**config.mk**
```make
export PLATFORM = sky130hd
export DESIGN_NAME = ssd_display_scheduler
export DESIGN_NICKNAME = d
export VERILOG_FILES = /design/src/rtl/ssd_pkg.sv /design/src/rtl/ssd_display_scheduler_bcd_converter.sv /design/src/rtl/ssd_display_scheduler.sv
export SDC_FILE = /design/constraint.sdc
export NUM_CORES = 1
export LEC_CHECK = 0
export ABC_CLOCK_PERIOD_IN_PS = 2200
export BUFFER_PORTS_ARGS = -buffer_cell sky130_fd_sc_hd__buf_4
export CAP_MARGIN = 20
export CORE_MARGIN = 1.5
export CORE_UTILIZATION = 25
export CTS_CLUSTER_DIAMETER = 120
export DETAILED_ROUTE_END_ITERATION = 7
export GPL_TIMING_DRIVEN = 0
export PLACE_DENSITY = 0.46
export SLEW_MARGIN = 15
export SYNTH_ARGS = -nofsm -noshare
export SYNTH_HDL_FRONTEND = slang
export SYNTH_HIERARCHICAL = 1
export SYNTH_SLANG_ARGS = --single-unit
export TNS_END_PERCENT = 10
```
**constraint.sdc**
```tcl
create_clock -name clk -period 2.2 [get_ports clk]
set_input_delay 0.22 -clock clk [delete_from_list [all_inputs] [get_ports clk]]
set_output_delay 0.22 -clock clk [all_outputs]
set_load 0.02 [all_outputs]
```
**src/rtl/ssd_pkg.sv**
```systemverilog
// ssd_pkg: shared types, segment codes and helpers for the seven-segment display scheduler.
package ssd_pkg;

   typedef enum logic [1:0] {IDLE, SHIFT, COMMIT} state_t;

   localparam int NUM_DIGITS = 4;
   localparam logic [6:0] SEG_OFF = 7'b1111111;
   localparam logic [3:0] ANODE_OFF = 4'b1111;

   // Active-low segment codes, ordered {g,f,e,d,c,b,a}
   localparam logic [6:0] SEG_0 = 7'b1000000;
   localparam logic [6:0] SEG_1 = 7'b1111001;
   localparam logic [6:0] SEG_2 = 7'b0100100;
   localparam logic [6:0] SEG_3 = 7'b0110000;
   localparam logic [6:0] SEG_4 = 7'b0011001;
   localparam logic [6:0] SEG_5 = 7'b0010010;
   localparam logic [6:0] SEG_6 = 7'b0000010;
   localparam logic [6:0] SEG_7 = 7'b1111000;
   localparam logic [6:0] SEG_8 = 7'b0000000;
   localparam logic [6:0] SEG_9 = 7'b0010000;

   function automatic logic [6:0] seg_of(input logic [3:0] d);
      case (d)
         4'd0: seg_of = SEG_0;
         4'd1: seg_of = SEG_1;
         4'd2: seg_of = SEG_2;
         4'd3: seg_of = SEG_3;
         4'd4: seg_of = SEG_4;
         4'd5: seg_of = SEG_5;
         4'd6: seg_of = SEG_6;
         4'd7: seg_of = SEG_7;
         4'd8: seg_of = SEG_8;
         4'd9: seg_of = SEG_9;
         default: seg_of = SEG_OFF;
      endcase
   endfunction

   function automatic logic [15:0] dabble_adjust(input logic [15:0] b);
      logic [15:0] a;
      for (int i = 0; i < NUM_DIGITS; i++)
         a[4*i +: 4] = (b[4*i +: 4] >= 4'd5) ? b[4*i +: 4] + 4'd3 : b[4*i +: 4];
      return a;
   endfunction

endpackage

```
**src/rtl/ssd_display_scheduler_bcd_converter.sv**
```systemverilog
// bcd_converter: sequential double-dabble binary-to-BCD converter with valid/ready intake.
module bcd_converter
   import ssd_pkg::*;
#(
   parameter int DATA_W = 13
) (
   input  logic              clk,
   input  logic              rst,
   input  logic [DATA_W-1:0] value_in,
   input  logic              value_valid,
   output logic              value_ready,
   output logic [15:0]       bcd_out,
   output logic              done
);

   state_t            state_q, state_d;
   logic [DATA_W-1:0] bin_q, bin_d;
   logic [15:0]       bcd_q, bcd_d, adj;
   logic [3:0]        cnt_q, cnt_d;

   always_ff @(posedge clk) begin
      if (rst) begin
         state_q <= IDLE;
         bin_q   <= '0;
         bcd_q   <= '0;
         cnt_q   <= '0;
      end else begin
         state_q <= state_d;
         bin_q   <= bin_d;
         bcd_q   <= bcd_d;
         cnt_q   <= cnt_d;
      end
   end

   always_comb begin
      state_d     = state_q;
      bin_d       = bin_q;
      bcd_d       = bcd_q;
      cnt_d       = cnt_q;
      adj         = dabble_adjust(bcd_q);
      value_ready = state_q == IDLE;
      done        = state_q == COMMIT;
      case (state_q)
         IDLE: if (value_valid) begin
            bin_d   = value_in;
            bcd_d   = '0;
            cnt_d   = 4'(DATA_W);
            state_d = SHIFT;
         end
         SHIFT: begin
            // Binary MSB shifts into BCD bit 0 after the per-nibble add-3 correction
            {bcd_d, bin_d} = {adj, bin_q} << 1;
            cnt_d          = cnt_q - 4'd1;
            state_d        = (cnt_q == 4'd1) ? COMMIT : SHIFT;
         end
         COMMIT: state_d = IDLE;
         default: state_d = IDLE;
      endcase
   end

   assign bcd_out = bcd_q;

endmodule

```
**src/rtl/ssd_display_scheduler.sv**
```systemverilog
// ssd_display_scheduler: converts a binary value to BCD and time-multiplexes it onto a
// 4-digit active-low seven-segment display with optional leading-zero blanking.
module ssd_display_scheduler
   import ssd_pkg::*;
#(
   parameter int DATA_W      = 13,
   parameter int REFRESH_DIV = 100000
) (
   input  logic              clk,
   input  logic              rst,
   input  logic [DATA_W-1:0] value_in,
   input  logic              value_valid,
   output logic              value_ready,
   output logic              conv_done,
   input  logic              blank_en,
   output logic [3:0]        anode,
   output logic [6:0]        seg
);

   localparam int CW = $clog2(REFRESH_DIV);
   localparam int IW = $clog2(NUM_DIGITS);

   logic [CW-1:0] cnt_q, cnt_d;
   logic [IW-1:0] idx_q, idx_d;
   logic [15:0]   disp_q, disp_d, bcd;
   logic [3:0]    anode_q, anode_d, nib;
   logic [6:0]    seg_q, seg_d;
   logic          tc, lead_zero;

   bcd_converter #(.DATA_W(DATA_W)) u_conv (
      .clk         (clk),
      .rst         (rst),
      .value_in    (value_in),
      .value_valid (value_valid),
      .value_ready (value_ready),
      .bcd_out     (bcd),
      .done        (conv_done)
   );

   always_ff @(posedge clk) begin
      if (rst) begin
         cnt_q   <= '0;
         idx_q   <= '0;
         disp_q  <= '0;
         anode_q <= ANODE_OFF;
         seg_q   <= SEG_OFF;
      end else begin
         cnt_q   <= cnt_d;
         idx_q   <= idx_d;
         disp_q  <= disp_d;
         anode_q <= anode_d;
         seg_q   <= seg_d;
      end
   end

   always_comb begin
      tc        = cnt_q == CW'(REFRESH_DIV - 1);
      cnt_d     = tc ? '0 : cnt_q + CW'(1);
      idx_d     = tc ? idx_q + IW'(1) : idx_q;
      disp_d    = conv_done ? bcd : disp_q;
      nib       = disp_q[{idx_q, 2'b00} +: 4];
      // A digit is a leading zero when it and every higher nibble are zero
      lead_zero = blank_en && (idx_q != '0) && ((disp_q >> {idx_q, 2'b00}) == 16'd0);
      anode_d   = tc ? ~(4'b0001 << idx_q) : anode_q;
      seg_d     = tc ? (lead_zero ? SEG_OFF : seg_of(nib)) : seg_q;
   end

   assign anode = anode_q;
   assign seg   = seg_q;

endmodule

```
==> reports/metrics.cfg, run 1 <==
[run_status]
status = finished, final reports clean

[power_and_ir_drop]
clkPwrFrac_pct = 45.3
powerDensity_nw_per_um2 = 700
switching_share_pct = 22.5
p_switching_mw = 0.713
ir_drop_mv = 0.366
pwr-share-comb_pct = 6.6
internal_power_mw = 2.46
leakage_nw = 1.70
pwr-share-seq_pct = 48.1

[floorplan]
rows = 44
die-area_um2 = 15900
pin_count = 30
die_h_um = 126
design.core.area_um2 = 14700
start_util_pct = 25.8
dieWidth_um = 126

[place]
gp_congestion = 0.765
dp.cells = 608
port_buffers = 29
placed_cell_area_um2 = 4250
hpwl_mm = 5.89

[cts]
clkLatencyLatePin_ns = 0.33
cts_sinks = 81
clk_path_buf_depth = 2
cts_tree = done
clkSlewWorstSetupHoldPaths_ns = 0.06
cts_root_buf = clkbuf_16
h-tree-depth = 3
cts_hold_buf = 0
numCtsBuffers = 9

[synth]
synth-edff-count = 0
synth_cell_types = 52
avgSynthCellArea_um2 = 9.61
synth_fp_nets = 432
ys_seq_area_share_pct = 42.7
synth_ff_type = dfxtp_1
synth_area_um2 = 3800
yosys_warnings = 6
synthArstFlopShare_pct = 0
synth-seq-cells = 81
syn-instance-count = 395

[global_routing]
grt_overflow_total = 0
first_global_vias = 2690
antenna_found_initial = 0
grt_max_degree = 13
grt_pass1_wl_mm = 13.4
track_usage_pct = 10.5

[setup_path]
start_kind = register
required_ns = 2.48
r2r_slack_ns = 0.12
crit_arrival_ns = 2.36
path_class = reg -> reg
cp-end-kind = register
cp_max_fo = 7

[drt]
drc = 0
wl_mm = 8.12
first_iter_violations = 114
dr.pass1.iters = 4
met3_length_um = 300
wl_met1_mm = 4.22
final_antenna_net_count = 0
wl_per_cell_um = 13.0
vias_per_cell = 4.64
wl_met2_mm = 3.47
via_count = 2888
topRoutingLayerUsed = met4

[timing]
holdWs_ns = 0.160
fmax_mhz = 480
fin_crit_sh_pct = 94.7
fin_tns_setup_ns = 0
hold_viol = 0
setup_viol = 0
maxSlewViolCount = 0
finalClockSkew_ns = 0.00457
worst_slew_pin_slew_ns = 0.434
rsz0062_at_grt = no
finalCriticalPeriod_ns = 2.08
slew_headroom_pct = 70.2

[layout]
area_delta_synth_final_pct = 19.4
drive_gt1_share_pct = 17.1
stdcell_count = 623
fin_util_pct = 30.8
layout.nets = 473
fin_area_um2 = 4530
diodes = 0

[run]
maxCapViolCount = 0

[min_path]
hold_class = in -> reg

==> synth_stat cells, types with 3 or more instances <==
library cell / number / share of area, %
a21oi_1: 9 / 1.2
xnor2_1: 12 / 2.8
nor2_1: 47 / 4.6
buf_6: 4 / 1.2
mux4_2: 3 / 1.8
a32o_1: 4 / 1.1
a32oi_1: 3 / 0.69
a22o_1: 17 / 3.9
and3_1: 3 / 0.49
nand4_1: 4 / 0.66
nor4_1: 4 / 0.66
o22ai_1: 6 / 0.99
buf_2: 7 / 0.92
ha_1: 20 / 6.6
a2bb2oi_1: 4 / 0.92
dfxtp_1: 81 / 43
nor3_1: 6 / 0.79
o21ai_1: 4 / 0.53
o21ai_0: 16 / 2.1
nand3_1: 9 / 1.2
clkbuf_1: 5 / 0.49
inv_1: 18 / 1.8
o22a_1: 7 / 1.6
nand2b_1: 4 / 0.66
nand2_1: 32 / 3.2
mux2i_1: 24 / 6.3
xor2_1: 10 / 2.3
a211oi_1: 3 / 0.59
==> through the flow <==
stage / power [mW] / worst slack [ns]
global placement: 1.77 / -0.0258
floorplan: 1.69 / 0.176
CTS: 3.23 / 0.0485
detailed placement: 1.77 / -0.0800
finish: 3.17 / 0.116
global route: 3.31 / 0.0211
==> path summary, 6_finish.rpt <==
path / from / end / cells after the start
worst min register to register: u_conv/bin_q[12]$_SDFFE_PP0P_ / u_conv/bcd_out[0]$_SDFFE_PP0P_ / 2
worst min-delay path: value_in[0] / u_conv/bin_q[0]$_SDFFE_PP0P_ / 3
worst max register to register: idx_q[0]$_SDFFE_PP0N_ / seg[3]$_SDFFE_PP1N_ / 8
worst max-delay path: idx_q[0]$_SDFFE_PP0N_ / seg[3]$_SDFFE_PP1N_ / 8
==> cell families (layout without fill, tap and decap cells) <==
logic type / Yosys count / after routing / synth area share (%)
muxes: 28 / 28 / 8.40
and+or+nand+nor: 123 / 123 / 15.8
DFF: 81 / 81 / 42.7
buffers and inverters: 37 / 81 / 5.17
xor gates and xnor gates: 22 / 22 / 5.07
AOI/OAI and AO/OA: 84 / 84 / 16.2
adders and majority gates: 20 / 20 / 6.59
==> area by class of cell <==
type,count,area (um^2)
plain buffers,19,133
clock buffers,11,233
clock inverters,3,43.8
fillers,1524,10200
inverters,18,67.6
multi-input cells,277,1980
flip-flops and latches,81,1620
well taps,184,230
repair buffers,30,225
==> flip-flops by register name, summed over array words and instances, names as in the netlist <==
signal / count
anode: 4
u_conv/bin_q: 13
idx_q: 2
u_conv/cnt_q: 4
cnt_q: 17
u_conv/bcd_out: 16
seg: 7
u_conv/state_q: 2
disp_q: 16
==> per-layer routing <==
metal	global-route usage (%)	up-vias
met5	0	-
met4	3.99	0
met3	2.89	16
met2	15.8	56
met1	14.4	1334
li1	-	1482
==> what timing repair did <==
item                                    4_1_cts  5_1_grt
endpoints found under the setup margin       10        8
gates resized for setup                       1        3
buffers inserted                              0        1
==> critical path: stages (launching register included) <==
cell,delay [ns]
dfxtp_2,0.35
buf_6,0.15
mux4_2,0.55
inv_1,0.13
ha_1,0.20
nand2_1,0.07
a211o_1,0.31
nand3_2,0.13
o22a_1,0.14
==> power groups by stage <==
stage | registers [mW] | clock network (mW) | logic (mW)
after floorplan | 1.55 | 0 | 0.144
after global placement | 1.56 | 0 | 0.210
after detailed placement | 1.56 | 0 | 0.212
after CTS | 1.52 | 1.49 | 0.213
after global routing | 1.53 | 1.55 | 0.237
final | 1.53 | 1.44 | 0.210
==> layout by cell type (no fill, tap or decap), drive strengths merged, types with 3 or more instances in the layout <==
cell     count
a22o        17
o22ai        6
o22a         7
o21ai       20
mux2i       24
buf         43
mux4         3
dfxtp       81
nor3         7
nand3       10
nand4        4
a211oi       3
nor4         5
ha          20
a21oi        9
nor2        50
nand2b       5
clkbuf      17
o31ai        4
a32oi        3
a32o         4
inv         18
and3         3
xnor2       12
xor2        10
nand2       32
a2bb2oi      4
(Power assumes the default switching activity.)
==> inputs of run 2 (changes only) <==
--- a/config.mk
+++ b/config.mk
@@ -5,6 +5,7 @@
 export SDC_FILE = /design/constraint.sdc
 export NUM_CORES = 1
 export LEC_CHECK = 0
+export ABC_AREA = 1
 export ABC_CLOCK_PERIOD_IN_PS = 2200
 export BUFFER_PORTS_ARGS = -buffer_cell sky130_fd_sc_hd__buf_4
 export CAP_MARGIN = 20
==> reports/metrics.cfg, run 2 <==
[timing]
setup_viol = 0  ; unchanged
holdWs_ns = 0.105  ; was 0.160 ns
finalClockSkew_ns = 0.0100  ; was 0.00457 ns
worst_slew_pin_slew_ns = 0.501  ; was 0.434 ns
fin_tns_setup_ns = 0  ; unchanged
fin_crit_sh_pct = 85.3  ; was 94.7%
rsz0062_at_grt = no  ; unchanged
slew_headroom_pct = 66.6  ; was 70.2%
finalCriticalPeriod_ns = 1.88  ; was 2.08 ns
fin_ws_ns = 0.323  ; was 0.116 ns
maxSlewViolCount = 0  ; unchanged
fmax_mhz = 533  ; was 480 MHz
hold_viol = 0  ; unchanged

[run]
maxCapViolCount = 0  ; unchanged

[place]
port_buffers = 29  ; unchanged
dp_slack_ns = 0.266  ; was -0.0800 ns
gp_congestion = 0.856  ; was 0.765
hpwl_mm = 6.96  ; was 5.89 mm

[layout]
layout_commonest_cell = nand2_1  ; was dfxtp_1
area_delta_synth_final_pct = 19.1  ; was 19.4%
fin_util_pct = 30.8  ; about the same
fillers = 1780  ; was 1524
drive_gt1_share_pct = 15.2  ; was 17.1%
diodes = 0  ; unchanged
mostFrequentLayoutCells = nand2_1 (125), nor2_1 (83), dfxtp_1 (80), inv_1 (57), nand3_1 (45)  ; was dfxtp_1 (80), nor2_1 (47), nand2_1 (32), buf_4 (32), mux2i_1 (24)
regMostFlops = cnt_q  ; unchanged
layout.nets = 651  ; was 473
largest_register_ff_count = 17  ; unchanged

[setup_path]
cp_slowest_cell = dfxtp_1  ; was mux4_2
r2r_slack_ns = 0.32  ; was 0.12 ns
start_kind = register  ; unchanged
regToRegEndpoint = seg[0]$_SDFFE_PP1N_  ; was seg[3]$_SDFFE_PP1N_
cp-end-kind = register  ; unchanged
slowest_delay_ns = 0.57  ; was 0.55 ns
cp_max_fo = 9  ; was 7
path_class = reg -> reg  ; unchanged
crit_chain = inv_4 > nand3_1 > nand2_1 > ha_1 > inv_1 > nor2_1 > nand2_1 > nor2_1 > nand3_1 > nand2_4 > nor2_1 > nor2_1  ; was buf_6 > mux4_2 > inv_1 > ha_1 > nand2_1 > a211o_1 > nand3_2 > o22a_1
required_ns = 2.43  ; was 2.48 ns
rr_startpoint = idx_q[1]$_SDFFE_PP0N_  ; was idx_q[0]$_SDFFE_PP0N_
crit_top_cell = nor2_1
reg2reg_depth = 12  ; was 8
crit_arrival_ns = 2.10  ; was 2.36 ns

[floorplan]
die_h_um = 132  ; was 126 um
die-area_um2 = 17300  ; was 15900 um^2
pin_count = 30  ; unchanged
rows = 46  ; was 44
start_util_pct = 25.9  ; was 25.8%
dieWidth_um = 132  ; was 126 um
design.core.area_um2 = 16000  ; was 14700 um^2

[synth]
yosysMostFrequentCell = nand2_1  ; was dfxtp_1
synth_fp_nets = 611  ; was 432
synth_common_cells = nand2_1 (125), nor2_1 (83), dfxtp_1 (81)  ; was dfxtp_1 (81), nor2_1 (47), nand2_1 (32)
synth_top_family_by_area = simple AND/OR/NAND/NOR gates  ; was compound AO/OA/AOI/OAI gates
synth-seq-cells = 81  ; unchanged
synth-edff-count = 0  ; unchanged
synthArstFlopShare_pct = 0  ; unchanged
synth_area_leader_cell = dfxtp_1  ; unchanged
syn-instance-count = 574  ; was 395
netlist.area_leader.share_pct = 39.2  ; was 42.7%
avgSynthCellArea_um2 = 7.21  ; was 9.61 um^2
synth_ff_type = dfxtp_1  ; unchanged
ys_seq_area_share_pct = 39.2  ; was 42.7%
synth_simple_gate_area_share_pct = 33.1  ; was 15.8%
synth-xor-area-share_pct = 1.27  ; was 5.07%
yosys_warnings = 6  ; unchanged
synthMuxAreaShare_pct = 0  ; was 8.40%
synth_area_um2 = 4140  ; was 3800 um^2
synth_compound_area_share_pct = 11.5  ; was 16.2%
synth_fa_ha_area_share_pct = 6.05  ; was 6.59%
synth_cell_types = 35  ; was 52
synthTopCellsByArea = dfxtp_1 (39%), nand2_1 (11%), nor2_1 (7.5%)  ; was dfxtp_1 (43%), ha_1 (6.6%), mux2i_1 (6.3%)

[cts]
cts_root_buf = clkbuf_16  ; unchanged
clk_path_buf_depth = 2  ; unchanged
cts_tree = done  ; unchanged
clkSlewWorstSetupHoldPaths_ns = 0.06  ; about the same
post_cts_buffers = 0  ; unchanged
cts_sinks = 81  ; unchanged
clkLatencyLatePin_ns = 0.34  ; was 0.33 ns
h-tree-depth = 3  ; unchanged
numCtsBuffers = 9  ; unchanged

[min_path]
hold_class = in -> reg  ; unchanged
min_to = u_conv/bin_q[0]$_SDFFE_PP0P_  ; unchanged
hold_depth = 3  ; unchanged
worstHoldStart = value_in[0]  ; unchanged

[drt]
vias_per_cell = 4.36  ; was 4.64
wl_mm = 9.38  ; was 8.12 mm
wl_per_cell_um = 11.3  ; was 13.0 um
final_antenna_net_count = 0  ; unchanged
via_count = 3631  ; was 2888
dr.pass1.iters = 4  ; unchanged
drc = 0  ; unchanged
first_iter_violations = 210  ; was 114

[power_and_ir_drop]
powerDensity_nw_per_um2 = 682  ; was 700 nW/um^2
leakage_nw = 2.17  ; was 1.70 nW
ir_drop_mv = 0.316  ; was 0.366 mV

[global_routing]
antenna_found_initial = 0  ; unchanged
grt_max_degree = 13  ; unchanged
track_usage_pct = 11.6  ; was 10.5%
first_global_vias = 3621  ; was 2690
grt_overflow_total = 0  ; unchanged
grt_pass1_wl_mm = 16.6  ; was 13.4 mm

[run_status]
status = finished, final reports clean  ; unchanged

==> run 2: cell count changes after synthesis, moves of 8 or more <==
| cell | before | now |
|---|---|---|
| a22o_1 | 17 | 0 |
| inv_1 | 18 | 57 |
| inv_2 | 0 | 8 |
| mux2i_1 | 24 | 0 |
| nand2_1 | 32 | 125 |
| nand3_1 | 9 | 45 |
| nand4_1 | 4 | 12 |
| nor2_1 | 47 | 83 |
| o21ai_0 | 16 | 37 |
| o22ai_1 | 6 | 14 |
| xnor2_1 | 12 | 0 |
==> run 2: cells by family (layout without fill, tap and decap cells) <==
| group | Yosys count | count (layout) |
|---|---|---|
| xor gates and xnor gates | 6 | 6 |
| and+or+nand+nor | 300 | 300 |
| AOI/OAI and AO/OA | 86 | 86 |
| adders and majority gates | 20 | 20 |
| DFF | 81 | 81 |
| buffers and inverters | 81 | 124 |
==> run 2: metal layers <==
layer | vias up | global-route usage, % | wire length [um]
li1 | 1935 | - | -
met1 | 1621 | 14.2 | 4610
met3 | 6 | 3.78 | 414
met2 | 69 | 19.2 | 4280
met5 | - | 0 | 0
met4 | 0 | 3.58 | 65
==> run 2: critical path, delay by kind of cell (launching register included) <==
kind	cells	cell delay, ns
buffers and inverters	2	0.19
AND/OR/NAND/NOR	9	0.76
adder cells (fa/ha/maj)	1	0.25
flip-flops	1	0.57
==> run 2: layout make-up <==
class                      count  area (um^2)  area share [%]
multi-input combinational    412         2150            43.6
inverter                      66          250            5.08
buffer                        15          118            2.39
timing repair buffer          29          218            4.42
clock inverter                 4         70.1            1.42
sequential                    81         1620            33.0
tap                          216          270            5.49
clock buffer                  10          229            4.65
==> run 2: power by group <==
group | switching, mW | internal [mW]
sequential | 0.0294 | 1.51
combinational | 0.153 | 0.103
clock | 0.581 | 0.978
total | 0.763 | 2.59
==> run 2: metrics by stage <==
step | power (mW) | cell area [um^2] | instances
4_1_cts | 3.41 | 4920 | 833
5_1_grt | 3.51 | 4920 | 833
6_report | 3.36 | 4920 | 833
3_3_place_gp | 1.83 | 4620 | 819
3_5_place_dp | 1.83 | 4620 | 819
2_1_floorplan | 1.75 | 4140 | 574
==> run 2: worst max-delay path by stage <==
stage                          startpoint                   to  slack [ns]  depth (start not counted)
floorplan           idx_q[0]$_SDFFE_PP0N_  seg[0]$_SDFFE_PP1N_        0.56                         14
global placement    idx_q[0]$_SDFFE_PP0N_  seg[4]$_SDFFE_PP1N_        0.31                         14
detailed placement  idx_q[0]$_SDFFE_PP0N_  seg[1]$_SDFFE_PP1N_        0.27                         14
CTS                 idx_q[0]$_SDFFE_PP0N_  seg[1]$_SDFFE_PP1N_        0.24                         14
global route        idx_q[0]$_SDFFE_PP0N_  seg[4]$_SDFFE_PP1N_        0.08                         14
finish              idx_q[1]$_SDFFE_PP0N_  seg[0]$_SDFFE_PP1N_        0.32                         12
==> run 2: repair_timing <==
| item | in CTS | in global routing |
|---|---|---|
| hold buffers | 0 | 0 |
| endpoints found under the setup margin | 0 | 3 |
| gates resized for setup | 0 | 1 |
| hold endpoints to repair | 0 | 0 |
